==> config.mk <==
export PLATFORM = sky130hd
export DESIGN_NAME = ntt_job_arbiter
export DESIGN_NICKNAME = d
export VERILOG_FILES = /design/src/rtl/ntt_job_arbiter.sv
export SDC_FILE = /design/constraint.sdc
export NUM_CORES = 1
export LEC_CHECK = 0
export BUFFER_PORTS_ARGS = -buffer_cell sky130_fd_sc_hd__buf_2
export CAP_MARGIN = 20
export CORE_MARGIN = 2
export CORE_UTILIZATION = 42
export DETAILED_ROUTE_END_ITERATION = 8
export GPL_TIMING_DRIVEN = 0
export PLACE_DENSITY = 0.76
export SYNTH_ARGS = -nofsm -noshare
export SYNTH_HDL_FRONTEND = slang
export SYNTH_SLANG_ARGS = --single-unit
==> constraint.sdc <==
create_clock -name clk -period 1.6 [get_ports clk]
set_input_delay 0.4 -clock clk [delete_from_list [all_inputs] [get_ports clk]]
set_output_delay 0.4 -clock clk [all_outputs]
set_load 0.05 [all_outputs]
==> src/rtl/ntt_job_arbiter.sv <==
// ntt_job_arbiter
//   Round-robin arbiter that sequences jobs from two requesters onto a single
//   16-point SDF NTT/INTT core and tracks the core's output beats.
//
// Ports
//   clk, rst              rising-edge clock, synchronous active-high reset
//   req_valid[1:0]        per-requester job request
//   req_mode[1:0]         per-requester transform type (0 = NTT, 1 = INTT)
//   req_ready[1:0]        one-cycle accept pulse to the winner (IDLE only)
//   gnt[1:0]              one-hot owner of the core while a job is in flight
//   core_start            one-cycle start strobe, only while core_busy is low
//   core_ntt_en/intt_en   mode enables, held from START through CMPL
//   core_busy, core_done_tick, core_data_valid   core status inputs
//   out_beat[3:0]         index of the current valid output beat (wraps 15->0)
//   done[1:0]             one-cycle job-complete pulse to the owner
//   err                   one-cycle abort pulse (only with ARB_TIMEOUT_EN)
//
// Build option
//   ARB_TIMEOUT_EN        adds a 6-bit RUN watchdog that aborts after 60 cycles
//                         without core_done_tick and exposes the err port.
//
// req_ready, core_start and done are decoded from the current state (and
// core_busy / req_valid) so that the accept and the start strobe land in the
// same cycle as the condition that allows them; every other output is a
// register.
module ntt_job_arbiter #(
  localparam int unsigned NUM_REQ = 2,
  localparam int unsigned BEAT_W  = 4
) (
  input  logic               clk,
  input  logic               rst,
  input  logic [NUM_REQ-1:0] req_valid,
  input  logic [NUM_REQ-1:0] req_mode,
  output logic [NUM_REQ-1:0] req_ready,
  output logic [NUM_REQ-1:0] gnt,
  output logic               core_start,
  output logic               core_ntt_en,
  output logic               core_intt_en,
  input  logic               core_busy,
  input  logic               core_done_tick,
  input  logic               core_data_valid,
  output logic [BEAT_W-1:0]  out_beat,
  output logic [NUM_REQ-1:0] done
`ifdef ARB_TIMEOUT_EN
  ,
  output logic               err
`endif
);

  typedef enum logic [1:0] {
    IDLE  = 2'd0,
    START = 2'd1,
    RUN   = 2'd2,
    CMPL  = 2'd3
  } state_e;

  state_e               state_q, state_d;
  logic [NUM_REQ-1:0]   gnt_q, gnt_d;
  logic                 rr_q, rr_d;          // index of the most recent grant
  logic                 ntt_en_q, ntt_en_d;
  logic                 intt_en_q, intt_en_d;
  logic [BEAT_W-1:0]    beat_q, beat_d;
  logic                 win_idx;
  logic [NUM_REQ-1:0]   win_vec;

`ifdef ARB_TIMEOUT_EN
  localparam int unsigned WD_W     = 6;
  localparam int unsigned WD_LIMIT = 60;

  logic [WD_W-1:0]      wd_q, wd_d;
  logic                 err_q, err_d;
`endif

  // Round-robin pick: on a tie the requester not granted last time wins.
  always_comb begin
    win_idx = 1'b0;
    if (req_valid == 2'b11) begin
      win_idx = ~rr_q;
    end else if (req_valid[1]) begin
      win_idx = 1'b1;
    end
    win_vec = (|req_valid) ? (NUM_REQ'(1) << win_idx) : '0;
  end

  // Next-state and decoded outputs.
  always_comb begin
    state_d    = state_q;
    gnt_d      = gnt_q;
    rr_d       = rr_q;
    ntt_en_d   = ntt_en_q;
    intt_en_d  = intt_en_q;
    beat_d     = beat_q;
    req_ready  = '0;
    core_start = 1'b0;
    done       = '0;
`ifdef ARB_TIMEOUT_EN
    wd_d       = wd_q;
    err_d      = 1'b0;
`endif

    unique case (state_q)
      IDLE: begin
        if (|req_valid) begin
          req_ready = win_vec;
          gnt_d     = win_vec;
          ntt_en_d  = ~req_mode[win_idx];
          intt_en_d = req_mode[win_idx];
          beat_d    = '0;
          state_d   = START;
        end
      end

      START: begin
        if (!core_busy) begin
          core_start = 1'b1;
          state_d    = RUN;
`ifdef ARB_TIMEOUT_EN
          wd_d       = '0;
`endif
        end
      end

      RUN: begin
        if (core_data_valid) begin
          beat_d = beat_q + BEAT_W'(1);
        end
        if (core_done_tick) begin
          state_d = CMPL;
        end
`ifdef ARB_TIMEOUT_EN
        // Watchdog fires on the 60th consecutive RUN cycle without a done tick.
        else if (wd_q == WD_W'(WD_LIMIT - 1)) begin
          state_d = CMPL;
          err_d   = 1'b1;
        end else begin
          wd_d = wd_q + WD_W'(1);
        end
`endif
      end

      CMPL: begin
`ifdef ARB_TIMEOUT_EN
        done = err_q ? '0 : gnt_q;
`else
        done = gnt_q;
`endif
        gnt_d     = '0;
        rr_d      = gnt_q[1];
        ntt_en_d  = 1'b0;
        intt_en_d = 1'b0;
        state_d   = IDLE;
      end

      default: state_d = IDLE;
    endcase

    // Decoded strobes are suppressed during the reset cycle itself.
    if (rst) begin
      req_ready  = '0;
      core_start = 1'b0;
      done       = '0;
    end
  end

  // State and datapath registers.
  always_ff @(posedge clk) begin
    if (rst) begin
      state_q   <= IDLE;
      gnt_q     <= '0;
      rr_q      <= 1'b1;
      ntt_en_q  <= 1'b0;
      intt_en_q <= 1'b0;
      beat_q    <= '0;
    end else begin
      state_q   <= state_d;
      gnt_q     <= gnt_d;
      rr_q      <= rr_d;
      ntt_en_q  <= ntt_en_d;
      intt_en_q <= intt_en_d;
      beat_q    <= beat_d;
    end
  end

`ifdef ARB_TIMEOUT_EN
  // Watchdog counter and abort flag; err_q is high only during the aborting CMPL.
  always_ff @(posedge clk) begin
    if (rst) begin
      wd_q  <= '0;
      err_q <= 1'b0;
    end else begin
      wd_q  <= wd_d;
      err_q <= err_d;
    end
  end

  assign err = err_q;
`endif

  assign gnt          = gnt_q;
  assign core_ntt_en  = ntt_en_q;
  assign core_intt_en = intt_en_q;
  assign out_beat     = beat_q;

endmodule

==> results, run 1 <==
- The run finished, with violations left.
- The final reports fail on setup timing.
- Ranked by total cell area, the synthesized netlist is headed by sky130_fd_sc_hd__dfxtp_1, sky130_fd_sc_hd__ha_1, sky130_fd_sc_hd__mux2i_1.
- The number of input and output port buffers inserted is 21.
- Counting along the longest clock path gives a buffer depth of 2.
- Clock-pin slew was measured on the worst setup and hold paths at 0.07 ns.
- The average cell area after synthesis is 8.88 um2.
- The worst voltage drop across the vdd grid is 0.00109 V.
- The least setup slack across all paths after layout is -0.106 ns.
- The placed cell count is 110.
- The finished cells cover around 0.0010 mm2.
- The area share of and/or/nand/nor cells after synthesis is 0.201.
- The number of antenna violations at the first check in global routing is 0.
- For this design the top-level I/O count stands at 22.
- The data arrival time of the critical path is roughly 1.3 ns.
- The post-layout minimum cycle time is 1.71 ns.
- Of the total synthesized cell area, the portion taken by XOR and XNOR cells is 0.
- The congestion estimate from routability-driven global placement came to 0.767.
- The number of maximum-capacitance constraint violations is 0.
- The worst pin sits at a relative slew slack of 0.579.
- The TritonCTS clock tree is yes.
- The detailed router finished its first iteration with 7 violations.
- The leakage power is 0.448 nW.
- The floorplan step defined a die boundary enclosing 0.00187 mm2.
- The number of fillers in the final layout is 113.
- Counting the buffers created by CTS gives 3.
- The most used flip-flop cell after synthesis is sky130_fd_sc_hd__dfxtp_1.
- Summed over all failing endpoints, the final setup total negative slack is -0.535 ns.
- The root buffer cell is sky130_fd_sc_hd__clkbuf_4.
- Compared with the post-synthesis result, the final layout area differs by 58.9%.
- The area of the core is about 0.0015 mm2.
- The first global-routing pass estimated 2610 um of wire.
- Counting every instance in the synthesized netlist gives 73.
- Clock latency on the worst-skew pair, taken at its later pin, is 0.27 ns.
- The critical path goes through inv_6 -> ha_4 -> nor2b_4 -> nand3_2 -> inv_2 -> buf_8.
- The worst hold path belongs to the class in2reg.
- The portion of the post-synthesis area used by sequential elements is 0.340.
- The worst-margin pin slew is roughly 0.63 ns.
- The total iterations of the first detailed-routing run is 4.
- The total overflow left after global routing is 0.
- STA puts the critical path data required time at 1.20 ns.
- The number of global-route vias before repair came to 625.
- Tracing the worst setup path back leads to its startpoint at state_q[0]$_SDFFE_PP0P_.
- Entering global routing, the biggest net connects 11 pins.
- The distinct cell type count after synthesis is 27.
- The start point of the worst hold path is req_mode[0].
- The number of storage elements in the synthesis netlist is 11.
- Setup repair after global routing could not meet its margin everywhere.
- The fraction of post-synthesis cell area in the top cell type by area is 0.340.
- The ratio of cells with drive above 1 in the final layout is 0.557.
- For this configuration, the core starts out at a cell density of 0.440.
- The final routed wirelength across all metal layers is 1650 um.
- The number of warnings printed during yosys synthesis is 0.
- The standard-cell row count is 14.
- After synthesis, the largest family of logic cells by area is simple AND/OR/NAND/NOR gates.
- The chip width is 43.3 um.
- The half-perimeter wire length after detailed placement is 1000 um.
- Of the total synthesized cell area, the portion taken by full adders, half adders and majority gates is 0.116.
- In this run the cell area of the synthesized design comes to 648 um2.
- The compound-cell area share of the yosys netlist was 0.199.
- The proportion of synthesized flip-flops having asynchronous set or reset is 0.
- For this run, the top clock speed supported by timing is between 0.5 and 0.6 GHz.
- The number of routed nets with antenna violations is 0.
- The worst setup path is of the reg2out kind.
- Once layout is complete, the utilization of the core stands at 0.700.
- Using the TritonRoute via totals, the vias-per-cell ratio works out to 5.37.
- The number of synthesized flops with an enable pin is 0.
- The startpoint type of the worst setup path is a register.
- Prior to clock tree synthesis, the placed netlist has a worst setup slack of -0.246 ns.
- The instance area at placement is 791 um2.
- The worst register-to-register path begins at state_q[0]$_SDFFE_PP0P_.
- The routed wirelength normalized by instance count is 13.5 um.
- Setup violations remaining at the end of the flow were counted as 6.
- Of all nets on the critical path, the largest fanout is 4.
- STA classifies the critical path endpoint as an output port.
- After the flow finishes, the layout carries non-filler instances totaling 122.
- For this run, the slowest stage of the critical path takes about 0.37 ns.
- After synthesis, the share of cell area in mux cells is 0.0792.
- For this run, the total global-route usage over all layers was measured as 0.189.
- For this design, the sink count on the clock tree is 11.
- The final number of hold-violating endpoints came to 0.
- The count of unresolved DRC violations after routing is 0.
- Together, buffers and inverters on the worst path number 3.
- The die is 43.3 um tall.
- The slowest stage cell on the critical path is sky130_fd_sc_hd__dfxtp_4.
- At the end of the flow, the number of nets in the layout was 122.
- sky130_fd_sc_hd__dfxtp_1 takes more of the synthesized area than any other cell.
- The number of max-slew violations in the final report is 0.
- The total via count in the routed design is 655.
- The number of antenna diodes in the final layout is 0.
- Synthesis produced a netlist with a net count of 88.
- The kind of cell with the highest combined delay along the critical path is flip-flops.
- The ratio of final minimum period to clock period is 1.07.
- In this run the power density over the cells is about 1700 mW/mm2.
- Across the routed clock network, the largest skew measured is 0.00161 ns.
- CTS built an H-tree with a depth of 1.
==> registers in the layout, summed over array words and instances (netlist names) <==
signal / flops
gnt: 2
out_beat: 4
core_intt_en: 1
rr_q: 1
core_ntt_en: 1
state_q: 2
==> logic make-up after synthesis <==
logic type | count (synthesis)
buffers and inverters | 11
multiplexers | 5
AND/OR/NAND/NOR | 22
flip-flops | 11
AO/OA/AOI/OAI | 18
adder cells (fa/ha/maj) | 6
==> layout by cell type (no fill, tap or decap), drive strengths merged <==
cell type | netlist | layout
and2 | 1 | 1
o32ai | 3 | 3
ha | 6 | 6
nor2 | 3 | 3
nor2b | 2 | 2
nor3b | 3 | 3
dfxtp | 11 | 11
inv | 9 | 9
nand3 | 2 | 2
or4b | 1 | 1
o31ai | 2 | 2
or4 | 2 | 2
a2111oi | 1 | 1
a21oi | 3 | 3
a221o | 1 | 1
buf | 1 | 30
and3 | 2 | 2
a21boi | 1 | 1
nand2b | 1 | 1
o211ai | 1 | 1
a211oi | 3 | 3
o21ai | 3 | 3
mux2 | 1 | 1
nand2 | 4 | 4
clkbuf | 1 | 5
mux2i | 4 | 4
nand4b | 1 | 1
==> worst register-to-register path, delay by kind of cell, from the launching register on <==
kind,cells,cell delay [ns]
AND/OR/NAND/NOR,1,0.49
flip-flops,1,0.37
buffers and inverters,3,0.29
AO/OA/AOI/OAI,1,0.21
adder cells (fa/ha/maj),1,0.13
multiplexers,1,0.08
==> routing by layer <==
| metal | GRT usage | vias up | part of all wire |
|---|---|---|---|
| met1 | 0.219 | 300 | 0.42 |
| met4 | 0.0727 | 0 | 0.018 |
| met5 | 0 | - | 0 |
| met2 | 0.313 | 17 | 0.51 |
| li1 | - | 334 | - |
| met3 | 0.0681 | 4 | 0.048 |
==> stage by stage <==
| step | hold WS (ns) | total power [mW] |
|---|---|---|
| finish | 0.421 | 1.80 |
| detailed placement | 0.469 | 1.14 |
| global route | 0.438 | 1.91 |
| global placement | 0.462 | 1.13 |
| floorplan | 0.449 | 0.991 |
| CTS | 0.421 | 1.54 |
==> where the power goes <==
group / total [mW] / switching (mW) / leakage, nW / internal (mW)
Combinational: 1.18 / 0.619 / 0.341 / 0.565
Clock: 0.196 / 0.0996 / 0.0150 / 0.0967
Sequential: 0.418 / 0.0641 / 0.0918 / 0.354
Total: 1.80 / 0.783 / 0.448 / 1.02
==> timing repair <==
action,4_1_cts,5_1_grt
setup buffers,5,2
endpoints found under the setup margin,14,13
hold buffers,0,0
gates resized for setup,24,20
cloned,0,1
pin swaps,2,2
==> area by class of cell <==
type	count	area, um2	area share
Inverter	9	38.8	0.0377
Sequential cell	11	228	0.221
Buffer	2	15.0	0.0146
Clock buffer	4	26.3	0.0255
Tap cell	16	20.0	0.0194
Timing Repair Buffer	29	201	0.196
Multi-Input combinational cell	51	500	0.486
==> Yosys cell counts (2+ instances only) <==
master and n:
sky130_fd_sc_hd__dfxtp_1 11, sky130_fd_sc_hd__inv_1 9, sky130_fd_sc_hd__ha_1 6, sky130_fd_sc_hd__mux2i_1 4, sky130_fd_sc_hd__nand2_1 4, sky130_fd_sc_hd__a211oi_1 3, sky130_fd_sc_hd__a21oi_1 3, sky130_fd_sc_hd__nor2_1 3
sky130_fd_sc_hd__nor3b_1 3, sky130_fd_sc_hd__o21ai_0 3, sky130_fd_sc_hd__o32ai_1 3, sky130_fd_sc_hd__and3_1 2, sky130_fd_sc_hd__nand3_1 2, sky130_fd_sc_hd__nor2b_1 2, sky130_fd_sc_hd__o31ai_1 2, sky130_fd_sc_hd__or4_1 2
==> worst paths after layout <==
kind,to,slack [ns],cells after the start
min reg2reg,core_ntt_en$_SDFFE_PP0P_,0.48,2
min,core_intt_en$_SDFFE_PP0P_,0.42,3
max,req_ready[0],-0.11,6
max reg2reg,out_beat[3]$_SDFFE_PP0P_,-0.04,7
No activity file was read; power rests on OpenSTA's default activity.
==> run 2, diff against run 1 <==
- CELL_PAD_IN_SITES_DETAIL_PLACEMENT: unset -> 1
- CELL_PAD_IN_SITES_GLOBAL_PLACEMENT: unset -> 2
- CORE_UTILIZATION: 42 -> 24
- RECOVER_POWER: unset -> 100
==> run 2 against run 1 <==
  * The run still ends with setup timing left
  * Die area is 67% higher
  * Sequential cell count stayed put
  * Wire length is 26% higher
  * First-iteration DRC count is 110% higher
  * Clock-buffer cell count stayed put
  * Clock skew is 0.00057 ns higher
  * Hold slack worse by 0.0029 ns
  * Register-to-register slack worse by 0.06 ns
  * Via count is 6.9% higher
  * Cell area is 7.7% higher
  * Worst setup slack worse by 0.042 ns
  * Total power is 9.1% higher
  * Critical path type unchanged
  * Critical endpoint unchanged
  * Largest cell class unchanged
  * Largest power group unchanged
  * Highest routed layer unchanged
==> results, run 2 (synthesized netlist as in run 1, its figures left out) <==
- For this run, the share of the core covered by cells in the final layout is 0.439.
- The final number of hold-violating endpoints is 0.
- The worst setup path is launched from a register.
- Dividing the detail-routed via count by the number of cells gives 4.90.
- The combined global-route utilization of all metal layers is 0.129.
- The worst setup path is captured at an output port.
- The maximum fanout encountered on the critical timing path is 3.
- The floorplan step defined a die boundary enclosing ~0.0031 mm2.
- For this run, the detailed router's first-pass iteration total came to 4.
- The region available for standard cell placement spans ~0.0025 mm2.
- The number of flip-flops in the largest register is 4.
- The worst endpoint required time is about 1.2 ns.
- The floorplan has 18 rows.
- The fmax is 0.572 GHz.
- The power per cell area is 1770 mW/mm2.
- Counting the buffers created by CTS gives 3.
- The overall die height is 56.0 um.
- For this design the top-level I/O count stands at 22.
- Walking the worst path, the cells encountered are inv_4 -> ha_4 -> nor2b_4 -> nand3_2 -> inv_2 -> buf_8.
- The library cell used most frequently in the layout, excluding fill and tap cells, is sky130_fd_sc_hd__buf_2.
- Dividing the detail-routed wire length by the instance count gives between 10 and 15 um.
- The family of cells with the greatest summed delay on the critical path is flip-flops.
- The final routed wirelength across all metal layers is 2080 um.
- Counting both buffers and inverters, the worst setup path holds a total of 3.
- The min-delay analysis places its worst path in the category in2reg.
- On the critical path, the stage with the largest delay is an instance of sky130_fd_sc_hd__dfxtp_4.
- Summing all multi-input logic gate instances after layout gives ~500 um2.
- Port buffering added 21 buffers.
- The number of maximum-capacitance constraint violations is 0.
- The half-perimeter wire length after detailed placement is 1290 um.
- The ratio of cells with drive above 1 in the final layout is 0.602.
- For this configuration, the core starts out at a cell density of 0.257.
- The flow ran to the end, but the final reports show violations.
- The worst-margin pin slew is about 0.4 ns.
- The deepest clock path buffer count is 2.
- The clock latency reported for the late side of the worst-skew pair is 0.28 ns.
- On the worst path, the slowest cell contributes a delay of 0.36 ns.
- The placer congestion estimate is around 0.64.
- The number of antenna violations at the first check in global routing came to 0.
- For this design, the sink count on the clock tree is 11.
- Across all layers, the routed design uses 700 vias.
- Setup violations remaining at the end of the flow were counted as 8.
- The least setup slack across all paths after layout is -0.147 ns.
- The repair_antennas step left the layout with diodes totalling 0.
- The worst clock skew is 0.00218 ns.
- The worst voltage drop across the vdd grid is 0.000796 V.
- Excluding fillers, the count of instances in the completed layout stands at 143.
- The TritonCTS clock tree is yes.
- The number of nets in the final layout is 129.
- The relative area change from synthesis to final layout is 71.0%.
- Clock-pin slew was measured on the worst setup and hold paths at roughly 0.08 ns.
- The chip width is 56.0 um.
- In this run the number of H-tree levels came out at 1.
- The root buffer cell is sky130_fd_sc_hd__clkbuf_4.
- The leakage power is around 0.48 nW.
- The number of global-route vias before repair is 690.
- The pin count of the biggest net entering global routing is 11.
- Measured against its own limit, the worst slew margin works out to 0.727.
- Hold timing on the final database bottoms out at a slack of 0.418 ns.
- The category of the critical setup timing path is reg2out.
- The detail route stage leaves a number of antenna-violating nets equal to 0.
- The final reports fail on setup timing.
- The sequential cells in the finished layout cover a total of 230 um2.
- Of the available clock period, the critical path in the final layout requires 1.09.
- The data arrival time of the critical path is 1.35 ns.
- The placed cell count is ~120.
- The post-layout minimum cycle time is ~1.7 ns.
- The number of DRC markers in iteration 0 is 15.
- Fill cells in the final layout number 292.
- The wire length of the first global-routing pass is 3210 um.
- Setup repair after global routing could not meet its margin everywhere.
- The library cells used most frequently in the layout, excluding fill and tap cells, are sky130_fd_sc_hd__buf_2, sky130_fd_sc_hd__buf_4, sky130_fd_sc_hd__dfxtp_1.
- For this run the aggregate overflow at the end of global routing stands at 0.
- The number of max-slew violations in the final report came to 0.
- In the routed design, unresolved DRC markers number 0.
-- run 2: cell count changes in the layout (fill, tap and decap cells not counted), sizes merged --
cell  delta
buf      +7
-- run 2: metrics by stage --
stage	setup slack, ns	TNS, ns	cell area (um2)	total power [mW]
floorplan	-0.0829	-0.0829	666	0.991
global placement	-0.260	-1.01	808	1.16
global route	-0.205	-1.45	1110	2.11
detailed placement	-0.264	-1.16	808	1.16
finish	-0.147	-0.594	1110	1.96
CTS	-0.0880	-0.353	948	1.58
-- run 2: worst register-to-register path, stage by stage (launching register included) --
cell and delay (ns):
sky130_fd_sc_hd__dfxtp_4 0.37, sky130_fd_sc_hd__inv_4 0.05, sky130_fd_sc_hd__ha_4 0.15, sky130_fd_sc_hd__buf_4 0.13
sky130_fd_sc_hd__nor3b_4 0.16, sky130_fd_sc_hd__buf_6 0.13, sky130_fd_sc_hd__or4b_4 0.51, sky130_fd_sc_hd__a21oi_2 0.13
-- run 2: final timing paths --
| check | startpoint | endpoint | slack, ns | cells past startpoint |
|---|---|---|---|---|
| worst max-delay path | state_q[0]$_SDFFE_PP0P_ | req_ready[0] | -0.15 | 6 |
| worst min register to register | core_intt_en$_SDFFE_PP0P_ | core_intt_en$_SDFFE_PP0P_ | 0.48 | 2 |
| worst max register to register | state_q[0]$_SDFFE_PP0P_ | out_beat[0]$_SDFFE_PP0P_ | -0.10 | 7 |
| worst min-delay path | req_mode[0] | core_intt_en$_SDFFE_PP0P_ | 0.42 | 3 |
-- run 2: what timing repair did --
item / CTS / global route
buffers inserted: 5 / 9
resized for setup: 28 / 21
gates cloned: 0 / 1
pin swaps: 2 / 3
setup endpoints to repair: 14 / 13
hold buffers: 0 / 0
hold endpoints to repair: 0 / 0
-- run 2: area by class of cell --
class                           instances  share of cell area
Clock buffer                            4              0.0237
Sequential cell                        11               0.208
Buffer                                  2              0.0147
Tap cell                               30              0.0339
Timing Repair Buffer                   36               0.238
Inverter                                9              0.0350
Multi-Input combinational cell         51               0.447
-- run 2: report_power, final --
part           leakage (nW)  internal, mW  switching, mW
clock                0.0150        0.0967          0.105
sequential           0.0921         0.359         0.0684
combinational         0.373         0.664          0.669
total                 0.480          1.12          0.842
-- run 2: per-layer routing --
layer | global-route usage | routed length, um
met4 | 0.0408 | 21
met2 | 0.222 | 1060
met5 | 0 | 0
met3 | 0.0442 | 86
met1 | 0.149 | 910
